## config.mk

```make
export PLATFORM = sky130hd
export DESIGN_NAME = prog_loader
export DESIGN_NICKNAME = d
export VERILOG_FILES = /design/src/rtl/prog_loader_pkg.sv /design/src/rtl/prog_loader_byte_sum4.sv /design/src/rtl/prog_loader.sv
export SDC_FILE = /design/constraint.sdc
export NUM_CORES = 1
export LEC_CHECK = 0
export BUFFER_PORTS_ARGS = -buffer_cell sky130_fd_sc_hd__buf_2
export CAP_MARGIN = 20
export CORE_MARGIN = 2
export CORE_UTILIZATION = 40
export CTS_BUF_LIST = sky130_fd_sc_hd__clkbuf_16
export DETAILED_ROUTE_END_ITERATION = 8
export GPL_TIMING_DRIVEN = 1
export PLACE_DENSITY = 0.6
export SLEW_MARGIN = 20
export SYNTH_ARGS = -nofsm -noshare
export SYNTH_HDL_FRONTEND = slang
export SYNTH_HIERARCHICAL = 1
export SYNTH_SLANG_ARGS = --single-unit
```

## constraint.sdc

```tcl
create_clock -name clk -period 2.69 [get_ports clk]
set_input_delay 0.269 -clock clk [delete_from_list [all_inputs] [get_ports clk]]
set_output_delay 0.269 -clock clk [all_outputs]
set_load 0.01 [all_outputs]
```

## src/rtl/prog_loader_pkg.sv

```systemverilog
// Shared types for the firmware loader: FSM states and error codes reported on the error output.
package prog_loader_pkg;

   typedef enum logic [2:0] {
      S_LEN0,
      S_LEN1,
      S_DATA,
      S_CSUM,
      S_VERIFY,
      S_CHECK,
      S_DONE,
      S_ERROR
   } state_t;

   localparam logic [1:0] ERR_NONE   = 2'd0;
   localparam logic [1:0] ERR_LEN    = 2'd1;
   localparam logic [1:0] ERR_CSUM   = 2'd2;
   localparam logic [1:0] ERR_VERIFY = 2'd3;

endpackage

```

## src/rtl/prog_loader_byte_sum4.sv

```systemverilog
// Combinational modulo-256 sum of the four bytes of a 32-bit word; zero latency, no flow control.
module byte_sum4 (
   input  logic [31:0] word_i,
   output logic [7:0]  sum_o
);

   assign sum_o = word_i[7:0] + word_i[15:8] + word_i[23:16] + word_i[31:24];

endmodule

```

## src/rtl/prog_loader.sv

```systemverilog
// Streams a length-prefixed, checksummed image into instruction memory, verifies it by read-back,
// then releases the CPU from reset. rx_ready is high only while the loader is consuming the stream.
module prog_loader
   import prog_loader_pkg::*;
#(
   parameter int ADDR_W = 8
) (
   input  logic              clk,
   input  logic              resetn,
   input  logic [7:0]        rx_data,
   input  logic              rx_valid,
   output logic              rx_ready,
   input  logic              reload,
   output logic              mem_wen,
   output logic [ADDR_W-1:0] mem_addr,
   output logic [31:0]       mem_wdata,
   input  logic [31:0]       mem_rdata,
   output logic              cpu_resetn,
   output logic              busy,
   output logic              done,
   output logic [1:0]        error
);

   localparam logic [ADDR_W:0] CNT_ONE = (ADDR_W + 1)'(1);
   localparam logic [16:0]     CAP     = 17'(1) << ADDR_W;

   state_t            state_q, state_d;
   logic [7:0]        len_lo_q, len_lo_d;
   logic [ADDR_W:0]   len_q, len_d;
   logic [23:0]       asm_q, asm_d;
   logic [1:0]        byte_cnt_q, byte_cnt_d;
   logic [ADDR_W:0]   word_cnt_q, word_cnt_d;
   logic [7:0]        wsum_q, wsum_d;
   logic [7:0]        rsum_q, rsum_d;
   logic              rd_vld_q, rd_vld_d;
   logic              mem_wen_q, mem_wen_d;
   logic [ADDR_W-1:0] mem_addr_q, mem_addr_d;
   logic [31:0]       mem_wdata_q, mem_wdata_d;
   logic              cpu_resetn_q, cpu_resetn_d;
   logic              busy_q, busy_d;
   logic              done_q, done_d;
   logic [1:0]        error_q, error_d;

   logic [15:0]       n_full;
   logic              len_ok;
   logic              accept;
   logic [ADDR_W:0]   word_cnt_inc;
   logic [7:0]        rd_sum;

   byte_sum4 u_rd_sum (
      .word_i (mem_rdata),
      .sum_o  (rd_sum)
   );

   assign rx_ready     = (state_q == S_LEN0) || (state_q == S_LEN1) ||
                         (state_q == S_DATA) || (state_q == S_CSUM);
   assign accept       = rx_valid && rx_ready;
   assign n_full       = {rx_data, len_lo_q};
   assign len_ok       = (n_full != 16'd0) && ({1'b0, n_full} <= CAP);
   assign word_cnt_inc = word_cnt_q + CNT_ONE;

   always_comb begin
      state_d      = state_q;
      len_lo_d     = len_lo_q;
      len_d        = len_q;
      asm_d        = asm_q;
      byte_cnt_d   = byte_cnt_q;
      word_cnt_d   = word_cnt_q;
      wsum_d       = wsum_q;
      rsum_d       = rsum_q;
      rd_vld_d     = 1'b0;
      mem_wen_d    = 1'b0;
      mem_addr_d   = mem_addr_q;
      mem_wdata_d  = mem_wdata_q;
      cpu_resetn_d = cpu_resetn_q;
      busy_d       = busy_q;
      done_d       = done_q;
      error_d      = error_q;

      // Read data lags the issued address by one cycle.
      if (rd_vld_q) rsum_d = rsum_q + rd_sum;

      if (reload) begin
         state_d      = S_LEN0;
         wsum_d       = 8'd0;
         rsum_d       = 8'd0;
         done_d       = 1'b0;
         error_d      = ERR_NONE;
         cpu_resetn_d = 1'b0;
         busy_d       = 1'b0;
      end else begin
         case (state_q)
            S_LEN0: if (accept) begin
               len_lo_d = rx_data;
               busy_d   = 1'b1;
               state_d  = S_LEN1;
            end
            S_LEN1: if (accept) begin
               if (len_ok) begin
                  len_d      = n_full[ADDR_W:0];
                  word_cnt_d = '0;
                  byte_cnt_d = 2'd0;
                  state_d    = S_DATA;
               end else begin
                  error_d = ERR_LEN;
                  busy_d  = 1'b0;
                  state_d = S_ERROR;
               end
            end
            S_DATA: if (accept) begin
               wsum_d     = wsum_q + rx_data;
               asm_d      = {rx_data, asm_q[23:8]};
               byte_cnt_d = byte_cnt_q + 2'd1;
               if (byte_cnt_q == 2'd3) begin
                  mem_wen_d   = 1'b1;
                  mem_addr_d  = word_cnt_q[ADDR_W-1:0];
                  mem_wdata_d = {rx_data, asm_q};
                  word_cnt_d  = word_cnt_inc;
                  if (word_cnt_inc == len_q) state_d = S_CSUM;
               end
            end
            S_CSUM: if (accept) begin
               if (rx_data != wsum_q) begin
                  error_d = ERR_CSUM;
                  busy_d  = 1'b0;
                  state_d = S_ERROR;
               end else begin
                  mem_addr_d = '0;
                  word_cnt_d = '0;
                  rsum_d     = 8'd0;
                  state_d    = S_VERIFY;
               end
            end
            // One extra cycle after the last issue lets its read data land in rsum.
            S_VERIFY: begin
               if (word_cnt_q == len_q) begin
                  state_d = S_CHECK;
               end else begin
                  rd_vld_d   = 1'b1;
                  word_cnt_d = word_cnt_inc;
                  if (word_cnt_inc != len_q) mem_addr_d = word_cnt_inc[ADDR_W-1:0];
               end
            end
            S_CHECK: begin
               busy_d = 1'b0;
               if (rsum_q != wsum_q) begin
                  error_d = ERR_VERIFY;
                  state_d = S_ERROR;
               end else begin
                  done_d       = 1'b1;
                  cpu_resetn_d = 1'b1;
                  state_d      = S_DONE;
               end
            end
            S_DONE, S_ERROR: ;
            default: state_d = S_LEN0;
         endcase
      end
   end

   always_ff @(posedge clk or negedge resetn) begin
      if (!resetn) begin
         state_q      <= S_LEN0;
         len_lo_q     <= 8'd0;
         len_q        <= '0;
         asm_q        <= 24'd0;
         byte_cnt_q   <= 2'd0;
         word_cnt_q   <= '0;
         wsum_q       <= 8'd0;
         rsum_q       <= 8'd0;
         rd_vld_q     <= 1'b0;
         mem_wen_q    <= 1'b0;
         mem_addr_q   <= '0;
         mem_wdata_q  <= 32'd0;
         cpu_resetn_q <= 1'b0;
         busy_q       <= 1'b0;
         done_q       <= 1'b0;
         error_q      <= ERR_NONE;
      end else begin
         state_q      <= state_d;
         len_lo_q     <= len_lo_d;
         len_q        <= len_d;
         asm_q        <= asm_d;
         byte_cnt_q   <= byte_cnt_d;
         word_cnt_q   <= word_cnt_d;
         wsum_q       <= wsum_d;
         rsum_q       <= rsum_d;
         rd_vld_q     <= rd_vld_d;
         mem_wen_q    <= mem_wen_d;
         mem_addr_q   <= mem_addr_d;
         mem_wdata_q  <= mem_wdata_d;
         cpu_resetn_q <= cpu_resetn_d;
         busy_q       <= busy_d;
         done_q       <= done_d;
         error_q      <= error_d;
      end
   end

   assign mem_wen    = mem_wen_q;
   assign mem_addr   = mem_addr_q;
   assign mem_wdata  = mem_wdata_q;
   assign cpu_resetn = cpu_resetn_q;
   assign busy       = busy_q;
   assign done       = done_q;
   assign error      = error_q;

endmodule

```

==> results.py <==
metrics = {
    "run_status": {
        "failing_checks": "negative setup slack",
        "run_status": "complete, but fails checks",
    },
    "synthesis": {
        "synth-edff-count": 0,
        "ys_dominant_reg_cell": "sky130_fd_sc_hd__dfrtp_1",
        "synth_nets": 700,
        "synth.distinct_cells": 65,
        "portion_of_the_post_synthesis_area_used_by_sequential_elements_pct": 43.4,
        "postSynthCellCount": 617,
        "synth-async-reset-ratio_pct": 100,
        "synth_area_um2": 6740,
        "synth-seq-cells": 117,
        "postSynthAreaPerCell_um2": 10.9,
        "yosysWarnings": 6,
    },
    "grt": {
        "grt_antenna_before_repair": 0,
        "grt_start_max_net_pins": 89,
        "grt_pass1_vias": 5278,
        "first_pass_grt_wire_length_um": 26400,
        "track_usage_pct": 18.5,
        "overflow": 0,
    },
    "sta": {
        "final.min_clock_period_ns": 3.39,
        "worst_slack_ns": -0.703,
        "timing.final.crit_share_pct": 126,
        "worst-slew-pin-transition_ns": 0.488,
        "count_of_final_max_slew_check_failures": 0,
        "timing.hold.ws_ns": 0.185,
        "maxSlewHeadroom_pct": 66.6,
        "max_freq_ghz": 0.295,
        "setup_tns_ns": -1.95,
        "rsz0062_at_grt": "yes",
        "timing.clock.skew_ns": 0.0101,
        "final-hold-violation-count": 0,
        "finalSetupViolations": 6,
    },
    "clock_tree": {
        "cts_root_buffer": "sky130_fd_sc_hd__clkbuf_16",
        "cts-htree-levels": 4,
        "clock_latency_ns": 0.41,
        "tritoncts": "built",
        "sink_count": 117,
        "cts.path.max_buffers": 2,
        "cts_buffers": 17,
        "cts.clk_slew.worst_paths_ns": 0.05,
    },
    "power_and_ir_drop": {
        "combinationalPowerShare_pct": 29.7,
        "sequential_power_share_pct": 35.5,
        "intPower_mw": 4.62,
        "design_power_total_mw": 6.64,
        "power_switching_share_pct": 30.4,
        "power.clock.fraction_pct": 34.7,
        "power.net_switching_mw": 2.02,
        "p_leak_nw": 4.17,
        "powerDensity_nw_per_um2": 792,
        "vdd.ir_drop.worst_uv": 477,
    },
    "place": {
        "port_buffers": 90,
        "gpl.final_weighted_congestion": 0.855,
        "detailed_place.area_um2": 7690,
        "hpwlAfterDp_um": 11400,
    },
    "worst_hold_path": {
        "hold_path_startpoint": "rx_data[4]",
        "min-delay-path-class": "in -> reg",
        "worstHoldPathCells": 2,
        "whs_endpoint": "mem_wdata[28]$_DFFE_PN0P_",
    },
    "drt": {
        "initialDrtViolationCount": 335,
        "drt_pre_antenna_iters": 5,
        "wl_per_cell_um": 16.1,
        "drt-vias-per-instance": 5.25,
        "via_count": 5105,
        "drt_drc_violations_left": 0,
        "total_length_of_routed_wires_um": 15600,
        "route.antenna.remaining_nets": 0,
    },
    "final_layout": {
        "layout-drive-gt1-share_pct": 37.5,
        "layout-area-overhead-vs-synth_pct": 24.3,
        "final_core_util_pct": 50.7,
        "design_area_um2": 8380,
        "final_nets": 823,
        "diodes": 0,
        "regArea_um2": 2930,
        "multi_input_area_um2": 3570,
        "nFillCells": 1502,
        "mostFrequentLayoutCells": "sky130_fd_sc_hd__dfrtp_1, sky130_fd_sc_hd__buf_2, sky130_fd_sc_hd__mux2_2",
        "most_common_cell_after_layout_fill_and_taps_aside": "sky130_fd_sc_hd__dfrtp_1",
    },
    "critical_path": {
        "critical_path.startpoint_type": "input pin",
        "reg2regPathDepth": 7,
        "worst_path_dominant_cell_family": "adder cells",
        "timing.critical_path.required_ns": 3.02,
        "timing.critical_path.fanout_max": 2,
        "worstReg2RegEnd": "word_cnt_q[8]$_DFFE_PN0P_",
        "r2r_setup_slack_ns": 0.17,
        "cp_common_cell": "sky130_fd_sc_hd__inv_2",
        "crit_path_max_delay_cell_type": "sky130_fd_sc_hd__fa_1",
        "worstSetupEndpointType": "flop",
        "timing.critical_path.from": "mem_rdata[1]",
        "critical-path-max-stage-delay_ns": 0.54,
        "crit_chain": "buf_8, inv_8, fa_1, inv_2, fa_1, ha_2, inv_2, fa_2, inv_2, ha_4, inv_4, o21ai_2, a2111oi_2, or4b_4, a21o_1, a21oi_1",
        "criticalPathCategory": "in -> reg",
        "crit_arrival_ns": 3.73,
        "critPathBufInv": 6,
        "rr_startpoint": "wsum_q[4]$_DFFE_PN0P_",
    },
    "floorplanning": {
        "std_cell_rows": 47,
        "floorplan.initialDensity_pct": 40.8,
        "fp.dieH_um": 134,
        "io-pin-count": 91,
        "dieWidth_um": 134,
        "floorplan.die_area_um2": 17900,
        "floorplan_core_area_um2": 16500,
    },
    "flow_run": {
        "cap_violations": 0,
    },
}
-- sequential cells by signal (all words and copies together), names as in the netlist, 2 cells and up --
register,flops
mem_wdata,32
asm_q,24
len_q,9
mem_addr,8
state_q,3
len_lo_q,8
byte_cnt_q,2
error,2
word_cnt_q,9
wsum_q,8
rsum_q,8
-- cell usage after synthesis (2+ instances only) --
cell	number	area share (%)
sky130_fd_sc_hd__dfrtp_1	117	43
sky130_fd_sc_hd__mux2_2	83	14
sky130_fd_sc_hd__inv_1	46	2.6
sky130_fd_sc_hd__nor2_1	37	2.1
sky130_fd_sc_hd__xnor2_1	33	4.3
sky130_fd_sc_hd__nand2_1	31	1.7
sky130_fd_sc_hd__a21oi_1	29	2.2
sky130_fd_sc_hd__o21ai_0	27	2.0
sky130_fd_sc_hd__ha_1	23	4.3
sky130_fd_sc_hd__clkbuf_1	16	0.89
sky130_fd_sc_hd__fa_1	16	4.8
sky130_fd_sc_hd__o31ai_1	12	1.3
sky130_fd_sc_hd__nor3_1	11	0.82
sky130_fd_sc_hd__xor2_1	10	1.3
sky130_fd_sc_hd__nand3_1	9	0.67
sky130_fd_sc_hd__a21o_1	8	0.89
sky130_fd_sc_hd__nor2b_1	8	0.74
sky130_fd_sc_hd__buf_2	7	0.52
sky130_fd_sc_hd__mux2i_1	6	0.89
sky130_fd_sc_hd__o21bai_1	6	0.67
sky130_fd_sc_hd__a211oi_1	5	0.56
sky130_fd_sc_hd__a2111oi_0	4	0.52
sky130_fd_sc_hd__nand2b_1	4	0.37
sky130_fd_sc_hd__nand4_1	4	0.37
sky130_fd_sc_hd__or4_1	4	0.45
sky130_fd_sc_hd__a31oi_1	3	0.28
sky130_fd_sc_hd__and3_1	3	0.28
sky130_fd_sc_hd__clkbuf_8	3	0.61
sky130_fd_sc_hd__o211ai_1	3	0.33
sky130_fd_sc_hd__a21oi_2	2	0.26
sky130_fd_sc_hd__a221oi_1	2	0.26
sky130_fd_sc_hd__a31o_2	2	0.26
sky130_fd_sc_hd__and3_2	2	0.22
sky130_fd_sc_hd__and4_1	2	0.26
sky130_fd_sc_hd__buf_1	2	0.11
sky130_fd_sc_hd__mux2_4	2	0.45
sky130_fd_sc_hd__nor3b_1	2	0.22
sky130_fd_sc_hd__nor4_1	2	0.19
sky130_fd_sc_hd__o211a_1	2	0.30
sky130_fd_sc_hd__o22ai_1	2	0.19
sky130_fd_sc_hd__or2_2	2	0.19
sky130_fd_sc_hd__or3_1	2	0.19
-- power groups by stage --
stage               Sequential, mW  Combinational, mW  Clock, mW
floorplan                     2.33               1.28          0
global placement              2.36               1.81          0
detailed placement            2.39               1.87          0
CTS                           2.36               1.93       2.35
global route                  2.42               2.19       2.45
finish                        2.36               1.97       2.31
-- through the flow --
stage                     std cells  setup slack, ns
final                           972           -0.703
after global routing            972           -0.803
after CTS                       971           -0.664
after detailed placement        938            -1.15
after global placement          938            -1.07
after floorplan                 617           -0.886
-- logic make-up after synthesis --
group                      after synthesis  share of synthesized area, %
adders and majority gates               39                          9.02
xor gates and xnor gates                43                          5.59
DFF                                    117                          43.4
and+or+nand+nor                        137                          10.9
AOI/OAI and AO/OA                      113                          10.9
muxes                                   91                          15.2
buffers and inverters                   77                          4.97
-- how the worst max path moves through the flow --
stage / to / cells after the start
after floorplan: rsum_q[7]$_DFF_PN0_ / 16
after global placement: rsum_q[7]$_DFF_PN0_ / 16
after detailed placement: rsum_q[7]$_DFF_PN0_ / 18
after CTS: rsum_q[7]$_DFF_PN0_ / 18
after global routing: rsum_q[7]$_DFF_PN0_ / 16
final: rsum_q[7]$_DFF_PN0_ / 16
-- cell type report --
cell class | instances | area share [%]
Multi-Input combinational cell | 423 | 42.6
Tap cell | 220 | 3.28
Timing Repair Buffer | 134 | 9.83
Clock buffer | 17 | 5.07
Sequential cell | 117 | 34.9
Clock inverter | 14 | 2.06
Inverter | 47 | 2.22
-- layer usage --
metal  routed length, µm  GRT usage [%]  vias to the layer above
met2                7330           29.6                      137
met1                7150           24.4                     2533
met3                 929           5.52                       17
met4                 191           5.61                        0
met5                   0              0                        -
li1                    -              -                     2418
-- timing repair --
action | in CTS | in global routing
resized for setup | 9 | 10
setup endpoints to repair | 6 | 14
hold endpoints to repair | 29 | 0
setup buffers | 1 | 2
pin swaps | 8 | 16
hold buffers | 1 | 0
Note: power is estimated with default switching activity, not from simulation.
